**config.mk**
```make
export PLATFORM = sky130hd
export DESIGN_NAME = photon_cop_ctrl
export DESIGN_NICKNAME = d
export VERILOG_FILES = /design/src/rtl/photon_cop_pkg.sv /design/src/rtl/photon_cop_dec.sv /design/src/rtl/photon_cop_ctrl.sv
export SDC_FILE = /design/constraint.sdc
export NUM_CORES = 1
export LEC_CHECK = 0
export CORE_UTILIZATION = 37
export CTS_BUF_LIST = sky130_fd_sc_hd__clkbuf_8 sky130_fd_sc_hd__clkbuf_16
export CTS_CLUSTER_DIAMETER = 200
export DETAILED_ROUTE_END_ITERATION = 8
export PLACE_DENSITY = 0.87
export SETUP_SLACK_MARGIN = 0.1
export SLEW_MARGIN = 20
export SYNTH_ARGS = -nofsm -noshare
export SYNTH_HDL_FRONTEND = slang
export SYNTH_SLANG_ARGS = --single-unit
```
**constraint.sdc**
```tcl
create_clock -name cop_clk -period 1.5 [get_ports cop_clk]
set_input_delay 0.15 -clock cop_clk [delete_from_list [all_inputs] [get_ports cop_clk]]
set_output_delay 0.15 -clock cop_clk [all_outputs]
set_load 0.01 [all_outputs]
```
**src/rtl/photon_cop_pkg.sv**
```systemverilog
// Shared constants and types for the photon step co-processor sequencer.
package photon_cop_pkg;
  localparam logic [6:0] CUSTOM_0 = 7'b0001011;
  localparam logic [6:0] CUSTOM_1 = 7'b0101011;
  localparam logic [6:0] CUSTOM_2 = 7'b1011011;
  localparam logic [6:0] CUSTOM_3 = 7'b1111011;

  localparam logic [3:0] STEP_FUNCT_HI = 4'b0000;

  localparam int LAT_MIN = 1;
  localparam int LAT_MAX = 7;

  typedef enum logic [1:0] {
    IDLE = 2'd0,
    EXEC = 2'd1,
    RESP = 2'd2
  } cop_state_e;
endpackage

```
**src/rtl/photon_cop_dec.sv**
```systemverilog
// Combinational decode of the photon step custom instruction.
module photon_cop_dec
  import photon_cop_pkg::*;
#(
  parameter logic [1:0] ISE_V = 2'b10
) (
  input  logic [31:0] insn,
  output logic        sel,
  output logic [2:0]  imm
);
  assign sel = ISE_V[1] & (insn[6:0] == CUSTOM_1) & (insn[31:28] == STEP_FUNCT_HI);
  assign imm = insn[27:25];
endmodule

```
**src/rtl/photon_cop_ctrl.sv**
```systemverilog
// Sequencer: accepts a photon step, runs the shared datapath LAT cycles,
// then holds the result on write-back until the core takes it.
module photon_cop_ctrl
  import photon_cop_pkg::*;
#(
  parameter logic [1:0] ISE_V = 2'b10,
  parameter int         LAT   = 2
) (
  input  logic        cop_clk,
  input  logic        cop_rst,
  input  logic        cop_valid,
  input  logic        cop_rdywr,
  output logic        cop_ready,
  output logic        cop_wait,
  output logic        cop_wr,
  input  logic [31:0] cop_insn,
  input  logic [31:0] cop_rs1,
  input  logic [31:0] cop_rs2,
  output logic [31:0] cop_rd,
  output logic        dp_step,
  output logic [31:0] dp_rs1,
  output logic [31:0] dp_rs2,
  output logic [2:0]  dp_imm,
  input  logic [31:0] dp_rd,
  output logic [15:0] stat_ops
);
  if ((LAT < LAT_MIN) || (LAT > LAT_MAX)) begin : g_bad_lat
    $error("photon_cop_ctrl: LAT must be within 1..7");
  end

  cop_state_e  state;
  logic [2:0]  cnt;
  logic [31:0] rs1_q, rs2_q, res_q;
  logic [2:0]  imm_q;
  logic [15:0] stat_q;
  logic        sel;
  logic [2:0]  imm_d;

  photon_cop_dec #(.ISE_V(ISE_V)) u_dec (
    .insn (cop_insn),
    .sel  (sel),
    .imm  (imm_d)
  );

  always_ff @(posedge cop_clk) begin
    if (cop_rst) begin
      state  <= IDLE;
      cnt    <= 3'd0;
      rs1_q  <= '0;
      rs2_q  <= '0;
      imm_q  <= '0;
      res_q  <= '0;
      stat_q <= '0;
    end else begin
      case (state)
        IDLE: if (cop_valid && sel) begin
          rs1_q <= cop_rs1;
          rs2_q <= cop_rs2;
          imm_q <= imm_d;
          cnt   <= 3'(LAT - 1);
          state <= EXEC;
        end
        // cnt counts down the remaining datapath cycles; capture on the last
        EXEC: if (cnt == 3'd0) begin
          res_q <= dp_rd;
          state <= RESP;
        end else begin
          cnt <= cnt - 3'd1;
        end
        RESP: if (cop_rdywr) begin
          stat_q <= stat_q + 16'd1;
          state  <= IDLE;
        end
        default: state <= IDLE;
      endcase
    end
  end

  logic exec, resp;
  assign exec = (state == EXEC);
  assign resp = (state == RESP);

  assign cop_ready = (state == IDLE) | (resp & cop_rdywr);
  assign cop_wait  = exec;
  assign cop_wr    = resp;
  assign cop_rd    = resp ? res_q : 32'd0;
  assign dp_step   = exec;
  assign dp_rs1    = exec ? rs1_q : 32'd0;
  assign dp_rs2    = exec ? rs2_q : 32'd0;
  assign dp_imm    = exec ? imm_q : 3'd0;
  assign stat_ops  = stat_q;
endmodule

```
==> out/results.ini <==
[sta]
setup_ws_ps=-262
max_freq_mhz=567
tns_ps=-32730
hold_violations=0
timing.final.crit_period_ps=1760
fin_crit_sh=1.17
rsz0062_at_grt=true
setup_viol=214
tightest_slew_ps=707
slew_viol_final=0
finClkSkew_ps=8.77
max_slew_margin=0.529

[global_route]
grt_util_met2=0.461
use_met3=0.0752
grt_first_pass_wirelength_um=28700
grt_max_degree=45
antenna_found_initial=0
globalRoute.busiestLayer=met2
grt_pass1_vias=5671
globalRouteTotalUtil=0.262
met1_usage=0.289
gr-total-overflow=0

[yosys]
synth_cell_type_count=33
synth_seq_cells=120
syn_area_per_cell_um2=7.66
synth_ff_type=dfxtp_1
synthArstFlopShare=0
synth_edf_count=0
netlist.area_leader.share=0.474
synthCells=662
synth_area_leaders=dfxtp_1, nand2_1, and2_1
synthesis.area_um2=5070
ys_warn_count=0
syn_nets=797
netlist.top_cell.by_area=dfxtp_1
ys_seq_area_frac=0.474

[setup_path]
crit_path_max_fanout=7
critical_path_required_ps=1830
regToRegSetupSlack_ps=-260
timing.rr.end=rs1_q[10]
reg2reg_depth=8
end_kind=register
critPathArrivalTime_ps=2090
r2r_start=state[1]
crit_path_start_kind=register
path_class=reg2reg

[placed_design]
dp_hpwl_um=9980
post-place-ws_ps=-396
routabilityCongestion=0.801
portBuffers=232

[clock_tree]
cts_buffers=17
clk_pin_slew_worst_paths_ps=60
clockRootBuffer=clkbuf_16
h-tree-depth=4
ctsLongestPathBuffers=2
tritoncts=built
clock_latency_ps=410
cts_sinks=120

[cells_and_area]
fillers=729
syn_to_final_growth_pct=114
finish.net_count=1095
seqCellArea_um2=2420
diodes=0
drive_gt1_frac=0.536
multi_input_area_um2=3640
final_util=0.818

[routing]
first_pass_iters=4
drt_iter0_drc=331
wl_um=23700
wl_per_cell_um=20.7
route.detailed.drc=0
ant_nets=0
vias=6063
avgViaCountPerCell=5.28

[job]
drv_cap=0

[power_and_ir_drop]
leakagePower_nw=4.80
power_density_nw_per_um2=717
irDropWorstVdd_v=0.000624
power_w=0.00780

[floorplanning]
die_height_um=119
pin_count=251
fp-row-count=42
core_region_area_um2=13300
die-area_um2=14200
die_w_um=119
start_util=0.382

[min_path]
min_from=cop_rst
holdPathEnd=rs1_q[19]
whs_path_depth=2
hold_path.class=in2reg

[status]
outcome=complete, but fails checks
violations=negative setup slack

-- per-layer routing --
metal	part of all wire	wire length, µm
met1	0.37	8720
met2	0.52	12300
met3	0.074	1750
met4	0.041	969
met5	0	0
-- area by class of cell --
cell class              count  area share
repair buffers            326       0.362
multi-input cells         486       0.335
flip-flops and latches    120       0.223
clock buffers              20      0.0429
well taps                 176      0.0203
clock inverters            11      0.0120
inverters                   8     0.00391
repair inverters            1     0.00150
-- critical path, stage by stage, from the launching register on --
cell,delay (ps)
dfxtp_2,320
buf_6,110
buf_6,120
and4bb_2,290
and4_4,300
buf_6,150
clkbuf_16,170
nand2_1,80
a21oi_1,140
-- metrics by stage --
step           area, µm²  std cells  hold slack [ps]
3_5_place_dp        7760       1052              442
3_3_place_gp        7760       1052              436
4_1_cts             9180       1124             40.8
6_report           10900       1148             58.8
5_1_grt            10900       1148             59.3
2_1_floorplan       5110        662              286
-- worst max path at each step --
| stage | startpoint | end | slack, ps |
|---|---|---|---|
| global placement | cop_insn[28] | cnt[2] | -340 |
| floorplan | cnt[0] | res_q[10] | 90 |
| finish | state[1] | rs1_q[10] | -260 |
| CTS | state[0] | cop_rd[27] | -220 |
| detailed placement | cop_insn[28] | rs1_q[2] | -400 |
| global route | state[1] | rs1_q[10] | -390 |
-- sequential cells by signal, indices dropped and copies added, names as in the netlist --
signal / count
stat_ops: 16
cnt: 3
state: 2
imm_q: 3
rs2_q: 32
res_q: 32
rs1_q: 32
-- synth_stat cells (all sizes together), types with 2 or more instances --
master,count
nand4,4
a21oi,106
or3,2
and2,100
ha,3
buf,16
nor3,4
nor4,7
nor2b,3
and4,2
nand3,4
xor2,3
nand2,208
inv,8
nor2,19
dfxtp,120
clkbuf,32
xnor2,8
a31o,3
-- placed cells by master (no fill, tap or decap), drive strengths merged, types with 2 or more instances in the layout --
master,Yosys,final
clkbuf,32,32
nor2,19,19
inv,8,9
dfxtp,120,120
clkdlybuf4s50,0,113
clkinv,0,7
nand3,4,4
buf,16,186
a21oi,106,106
nand4,4,4
dlygate4sd2,0,7
nor3,4,4
xor2,3,3
a31o,3,3
nor4,7,7
bufinv,0,3
and2,100,100
dlymetal6s2s,0,8
nand2,208,208
nor2b,3,3
ha,3,3
xnor2,8,8
and4,2,2
or3,2,2
-- what timing repair did --
item / CTS / global route
hold buffers: 0 / 0
hold endpoints to repair: 0 / 0
pin swaps: 77 / 156
resized for setup: 598 / 360
cloned: 20 / 16
endpoints found under the setup margin: 235 / 232
buffers inserted: 22 / 14
-- cell families (layout without fill, tap and decap cells) --
group | after synthesis | in the layout | synth area share
xor+xnor | 11 | 11 | 0.0190
flops | 120 | 120 | 0.474
buf+inv | 56 | 366 | 0.0471
simple gates | 358 | 358 | 0.335
fa+ha+maj | 3 | 3 | 0.00740
compound gates | 113 | 113 | 0.115
mux | 1 | 1 | 0.00222
-- report_power, final --
part / internal, W / switching (W) / total, W
logic: 0.000275 / 0.000184 / 0.000460
registers: 0.00319 / 0.000000346 / 0.00319
clock network: 0.00271 / 0.00145 / 0.00415
total: 0.00617 / 0.00163 / 0.00780
(Power assumes the default switching activity.)
